## src/rtl/memory_data_selector_pipe.sv

```systemverilog
// Selects one of NUM_SRC packed source channels, formats it by load mode and
// queues the result in a 2-entry in-order FIFO with valid/ready handshakes.
module memory_data_selector_pipe #(
  parameter int WIDTH   = 16,
  parameter int NUM_SRC = 4,
  parameter int SEL_W   = 2
) (
  input  logic                       CLK,
  input  logic                       Reset_n,
  input  logic                       InValid,
  output logic                       InReady,
  input  logic [SEL_W-1:0]           Sel,
  input  logic [1:0]                 Mode,
  input  logic [NUM_SRC*WIDTH-1:0]   Data,
  output logic                       OutValid,
  input  logic                       OutReady,
  output logic [WIDTH-1:0]           Output,
  output logic                       SelErr,
  output logic [7:0]                 ErrCount
);

  logic [WIDTH-1:0] chan [NUM_SRC];
  logic [WIDTH-1:0] sel_data;
  logic [WIDTH-1:0] fmt_data;
  logic             sel_err;

  logic [1:0]       cnt;
  logic [WIDTH-1:0] head_data;
  logic [WIDTH-1:0] tail_data;
  logic             head_err;
  logic             tail_err;
  logic             accept;
  logic             emit;

  generate
    for (genvar gi = 0; gi < NUM_SRC; gi++) begin : g_chan
      assign chan[gi] = Data[gi*WIDTH +: WIDTH];
    end
  endgenerate

  assign sel_err = (32'(Sel) >= 32'(NUM_SRC));

  always_comb begin
    sel_data = '0;
    for (int i = 0; i < NUM_SRC; i++) begin
      if (Sel == SEL_W'(i)) sel_data = chan[i];
    end
  end

  // Formatting happens before storage so the FIFO only ever holds final results.
  always_comb begin
    fmt_data = '0;
    case (Mode)
      2'b00:   fmt_data = sel_data;
      2'b01:   fmt_data = {{(WIDTH-8){1'b0}}, sel_data[7:0]};
      2'b10:   fmt_data = {{(WIDTH-8){sel_data[7]}}, sel_data[7:0]};
      default: fmt_data = {{(WIDTH-8){1'b0}}, sel_data[WIDTH-1 -: 8]};
    endcase
    if (sel_err) fmt_data = '0;
  end

  assign InReady  = (cnt != 2'd2);
  assign OutValid = (cnt != 2'd0);
  assign Output   = head_data;
  assign SelErr   = head_err;
  assign accept   = InValid & InReady;
  assign emit     = OutValid & OutReady;

  // The head register always holds the oldest entry; the tail is only used at cnt==2.
  always_ff @(posedge CLK or negedge Reset_n) begin
    if (!Reset_n) begin
      cnt       <= 2'd0;
      head_data <= '0;
      head_err  <= 1'b0;
      tail_data <= '0;
      tail_err  <= 1'b0;
      ErrCount  <= 8'd0;
    end else begin
      if (accept && !emit)      cnt <= cnt + 2'd1;
      else if (emit && !accept) cnt <= cnt - 2'd1;

      if (accept && ((cnt == 2'd0) || ((cnt == 2'd1) && emit))) begin
        head_data <= fmt_data;
        head_err  <= sel_err;
      end else if (emit && (cnt == 2'd2)) begin
        head_data <= tail_data;
        head_err  <= tail_err;
      end

      if (accept && (cnt == 2'd1) && !emit) begin
        tail_data <= fmt_data;
        tail_err  <= sel_err;
      end

      if (accept && sel_err && (ErrCount != 8'hFF)) ErrCount <= ErrCount + 8'd1;
    end
  end

endmodule

```

## config.mk

```make
export PLATFORM = sky130hd
export DESIGN_NAME = memory_data_selector_pipe
export DESIGN_NICKNAME = d
export VERILOG_FILES = /design/src/rtl/memory_data_selector_pipe.sv
export SDC_FILE = /design/constraint.sdc
export NUM_CORES = 1
export LEC_CHECK = 0
export ABC_AREA = 1
export CORE_MARGIN = 2
export CORE_UTILIZATION = 35
export DETAILED_ROUTE_END_ITERATION = 10
export PLACE_DENSITY = 0.67
export SETUP_SLACK_MARGIN = 0.3
export SLEW_MARGIN = 20
export SYNTH_ARGS = -nofsm -noshare
export SYNTH_HDL_FRONTEND = slang
export SYNTH_SLANG_ARGS = --single-unit
```

## constraint.sdc

```tcl
create_clock -name CLK -period 1.96 [get_ports CLK]
set_input_delay 0.392 -clock CLK [delete_from_list [all_inputs] [get_ports CLK]]
set_output_delay 0.392 -clock CLK [all_outputs]
set_load 0.03 [all_outputs]
```

==> After elaboration in Yosys (flattened, before gate mapping) <==
Cells that the tools add are included.
{ "word_totals": {"register_bits": 35, "in_bits": 72, "wordCells": 43} }
{ "op_classes": {"addsub": 2, "n_eq_ne": 8, "n_mux": 11, "bitwise": 2, "n_reduce_logical": 16} }
{ "op_table": {"columns": ["op", "count"], "rows": [
  ["2-to-1 mux 16 bit", 6],
  ["one-hot mux 16 bit (3 select lines)", 1],
  ["== test 2 bit (second input constant)", 4],
  ["logical AND 1 bit", 7],
  ["== test 2 x 1 -> 1 bit (second input constant)", 3],
  ["logical NOT 2 bit", 3],
  ["nonzero test 2 bit", 3],
  ["2-to-1 mux 2 bit", 2],
  ["adder 2 x 1 -> 2 bit (second input constant)", 1],
  ["AND 1 bit", 2],
  ["logical NOT 1 bit", 2],
  ["2-to-1 mux 1 bit", 2],
  ["inequality test 2 bit (second input constant)", 1],
  ["subtractor 2 x 1 -> 2 bit (second input constant)", 1],
  ["logical OR 1 bit", 1]
]} }

==> Longest topological paths before layout <==
{ "logic_depth": {"word_depth": 7, "depth_mapped": 12, "mapped_depth_nobuf": 11} }

==> Worst setup path after synthesis <==
No wires, ideal clock.
{ "synth_path": {"path_type": "register to register", "from": "register cnt[0]", "to": "register head_data[10] (netlist: Output[10])", "t_arrival_ps": 1557, "required_ps": 1847, "path_slack_ps": 290, "stages_incl_launch_ff": 10, "path_buffers": 1, "period_less_slack_ps": 1670, "cell_sequence": "dfrtp_1 -> inv_1 -> ha_1 -> inv_1 -> nand2_1 -> nand2_1 -> clkbuf_1 -> nand3_1 -> nand2_1 -> inv_1"} }
{ "synth_between": {"elab_chain_cells": 6} }
{ "synth_lines": {"columns": ["item", "line", "source"], "rows": [
  ["start, declared", "27", "logic [1:0] cnt;"],
  ["start signal, assigned", "79", "if (accept && !emit) cnt <= cnt + 2'd1;"],
  ["start signal, assigned", "80", "else if (emit && !accept) cnt <= cnt - 2'd1;"],
  ["nonzero test 2 bit *", "63", "assign OutValid = (cnt != 2'd0);"],
  ["named net OutValid", "15", "output logic OutValid,"],
  ["AND 1 bit *", "67", "assign emit = OutValid & OutReady;"],
  ["logical AND 1 bit", "82", "if (accept && ((cnt == 2'd0) || ((cnt == 2'd1) && emit))) begin"],
  ["logical OR 1 bit", "82", null],
  ["logical AND 1 bit", "82", null],
  ["2-to-1 mux 16 bit or nonzero test 2 bit (tied branches)", null, null],
  ["end signal, assigned", "83", "head_data <= fmt_data;"],
  ["end signal, assigned", "86", "head_data <= tail_data;"],
  ["end, declared", "28", "logic [WIDTH-1:0] head_data;"]
]} }
Mark *: on every way through the listed nets, which the timed path passes. The rest lies on a longest branch.
A chain may end at the register's enable or synchronous reset.

==> Worst setup path after layout <==
{ "layout_path": {"from": "register cnt[0]", "to": "output OutValid"} }
{ "layout_between": {"elab_chain_cells": 1} }
{ "layout_lines": {"columns": ["item", "line"], "rows": [
  ["nonzero test 2 bit", "63"],
  ["end, declared", "15"]
]} }
Every way passes these cells.

==> impl_metrics.env <==
export IMPL_relSlewSlack_pct=64.69
export IMPL_min_path_type="reg -> reg"
export IMPL_dp_slack_ps=-31.12
export IMPL_crit_path_cell_trace="inv_1 > ha_1 > inv_1 > clkbuf_4"
export IMPL_io_buffer_count=89
export IMPL_hold_path_depth=2
export IMPL_syn_area_um2=2499
export IMPL_place_congestion=0.8684
export IMPL_die_y_um=88.49
export IMPL_avgSynthCellArea_um2=6.575
export IMPL_nNetsFinal=565
export IMPL_finalHoldViolations=0
export IMPL_p_leak_nw=1.942
export IMPL_netlist_instances=380
export IMPL_synth_seq_cells=34
export IMPL_wl_um=7907
export IMPL_critPathMostFrequentCell="inv_1"
export IMPL_pwr_density_cell_nw_per_um2=1085
export IMPL_rsz0062_at_grt="true"
export IMPL_min_to="Output[5]$_DFFE_PN0P_"
export IMPL_multi_input_area_um2=1408
export IMPL_path_max_fanout=3
export IMPL_post_dp_hpwl_um=5907
export IMPL_clk_pin_slew_ps=70
export IMPL_cts_htree_levels=2
export IMPL_reg2reg_from="cnt[0]$_DFFE_PN0P_"
export IMPL_ff2ff_setup_slack_ps=370
export IMPL_synth_edff_count=0
export IMPL_ant_nets=0
export IMPL_reg2reg_to="Output[7]$_DFFE_PN0P_"
export IMPL_initial_utilization_pct=36.38
export IMPL_grt_pass1_vias=2648
export IMPL_post_route_util_pct=54.79
export IMPL_synth_most_common_cell="nand2_1"
export IMPL_timing_fmax_mhz=611.6
export IMPL_seq_area_frac_synth_pct=34.05
export IMPL_finalCritPeriodShare_pct=83.41
export IMPL_async_flop_share_pct=100.0
export IMPL_wire_per_inst_um=13.49
export IMPL_grt_antenna_before_repair=0
export IMPL_slew_viol_final=0
export IMPL_finalWorstSetupSlack_ps=325.1
export IMPL_setup_viol=0
export IMPL_area_growth_pct=50.63
export IMPL_dominantRegCellSynth="dfrtp_1"
export IMPL_cp_slowest_stage_delay_ps=390
export IMPL_die_x_um=88.49
export IMPL_drive_above_1_share_pct=13.67
export IMPL_yosysTopAreaCellShare_pct=34.05
export IMPL_fin_crit_ps=1635
export IMPL_arrival_ps=1240
export IMPL_die_area_um2=7830
export IMPL_cts_tree="done"
export IMPL_clock_sinks=34
export IMPL_diodes=0
export IMPL_numCtsBuffers=5
export IMPL_cp_slowest_cell="dfrtp_1"
export IMPL_cap_violations=0
export IMPL_drc=0
export IMPL_synthTopCellsByArea="dfrtp_1 (34%), nand2_1 (20%), nand3_1 (16%)"
export IMPL_drt_iter0_markers=164
export IMPL_final_seq_area_um2=850.8
export IMPL_grtUsageTotal_pct=21.20
export IMPL_grt_max_degree=35
export IMPL_rr_worst_depth=8
export IMPL_outcome="complete, no violations"
export IMPL_coreArea_um2=6869
export IMPL_ir_drop_uv=519.6
export IMPL_viasPerCell=4.684
export IMPL_row_count=30
export IMPL_cp_required_ps=1570
export IMPL_skew_ps=7.003
export IMPL_yosysTopAreaCell="dfrtp_1"
export IMPL_firstDrtPassIters=4
export IMPL_synth_common_cells="nand2_1 (133), nand3_1 (78), dfrtp_1 (34)"
export IMPL_vias=2745
export IMPL_end_kind="primary output"
export IMPL_nFillCells=675
export IMPL_worst_skew_pair_late_latency_ps=290
export IMPL_worstSetupPathType="reg -> out"
export IMPL_grt_pass1_wl_um=12920
export IMPL_worst_pin_slew_ps=527.6
export IMPL_synth_cell_types=27
export IMPL_synth_warnings=0
export IMPL_startpoint_type="flop"
export IMPL_min_delay_start="Output[5]$_DFFE_PN0P_"
export IMPL_clockRootBuffer="clkbuf_8"
export IMPL_ioPinCount=99
export IMPL_overflow=0
export IMPL_clk_path_buf_depth=2
[sequential cells by signal, summed over array words and instances (netlist names)]
signal     flops
tail_data     16
Output        16
cnt            2
[critical path, delay by kind of cell (launching register included)]
family	cells	cell delay (ps)
flops	1	390
buf+inv	3	330
fa+ha+maj	1	220
[layout by cell type (no fill, tap or decap), types with 2 or more instances in the layout]
master and count:
nor2_1 20, o21ai_0 10, buf_2 2, buf_12 2, clkdlybuf4s50_1 69, inv_2 4, o21ai_1 6, inv_4 2
or2_1 9, nand2_1 131, nand3b_1 2, clkbuf_8 6, nand3_1 75, buf_4 18, inv_1 31, ha_2 2
dfrtp_1 34, nand3_2 9, nand2_2 3, ha_1 2, dlygate4sd2_1 16, nor2_4 2, conb_1 9, buf_6 4
clkinvlp_4 5, dlymetal6s2s_1 2, or2_0 2, nand2_4 3
[worst max path at each step]
stage,startpoint,to,slack (ps),cells past startpoint
3_5_place_dp,Sel[0],Output[9]$_DFFE_PN0P_,-30,11
6_report,cnt[0]$_DFFE_PN0P_,OutValid,330,4
4_1_cts,cnt[0]$_DFFE_PN0P_,InReady,280,4
5_1_grt,cnt[0]$_DFFE_PN0P_,Output[7]$_DFFE_PN0P_,270,8
2_1_floorplan,cnt[0]$_DFFE_PN0P_,InReady,310,5
3_3_place_gp,Sel[0],Output[9]$_DFFE_PN0P_,10,10
[area by class of cell]
cell class                      count  share of cell area (%)
Clock buffer                        7                   2.294
Clock inverter                      1                  0.1330
Inverter                           38                   3.923
Multi-Input combinational cell    290                   37.40
Sequential cell                    34                   22.61
Tap cell                           96                   3.191
Timing Repair Buffer              115                   29.45
Timing Repair inverter              5                  0.9973
[what timing repair did]
item / 4_1_cts / 5_1_grt
gates cloned: 5 / 2
hold buffers: 0 / 0
pin swaps: 0 / 5
endpoints found under the hold margin: 0 / 0
setup endpoints to repair: 50 / 35
resized for setup: 37 / 16
setup buffers: 1 / 3
[metrics by stage]
step	cells	hold slack [ps]	power (mW)	TNS, ps	area, um^2
3_5_place_dp	567	466.2	3.455	-303.2	3528
2_1_floorplan	388	96.41	2.605	0	2530
4_1_cts	581	480.8	3.977	0	3675
3_3_place_gp	567	462.2	3.412	0	3528
5_1_grt	586	501.6	4.419	0	3764
6_report	586	474.0	4.083	0	3764
[power by group]
group / internal [mW] / leakage, nW / total, mW / switching (mW)
Combinational: 0.919 / 1.47 / 2.33 / 1.41
Sequential: 1.03 / 0.419 / 1.20 / 0.174
Clock: 0.283 / 0.0482 / 0.548 / 0.264
Total: 2.23 / 1.94 / 4.08 / 1.85
[cell families after synthesis]
family / after synthesis / share of synthesized area [%]
buffers and inverters: 65 / 12.97
AND/OR/NAND/NOR: 257 / 46.67
other: 1 / 0.1501
flip-flops: 34 / 34.05
adder cells (fa/ha/maj): 4 / 2.003
XOR/XNOR: 2 / 0.7012
AO/OA/AOI/OAI: 17 / 3.455
[layer usage]
layer / share of wire (%) / wire (um) / track usage (%)
met1: 45 / 3546 / 29.12
met2: 48 / 3814 / 35.34
met3: 6.0 / 475 / 3.638
met4: 0.89 / 70 / 4.270
met5: 0 / 0 / 0
Note: power is estimated with default switching activity, not from simulation.
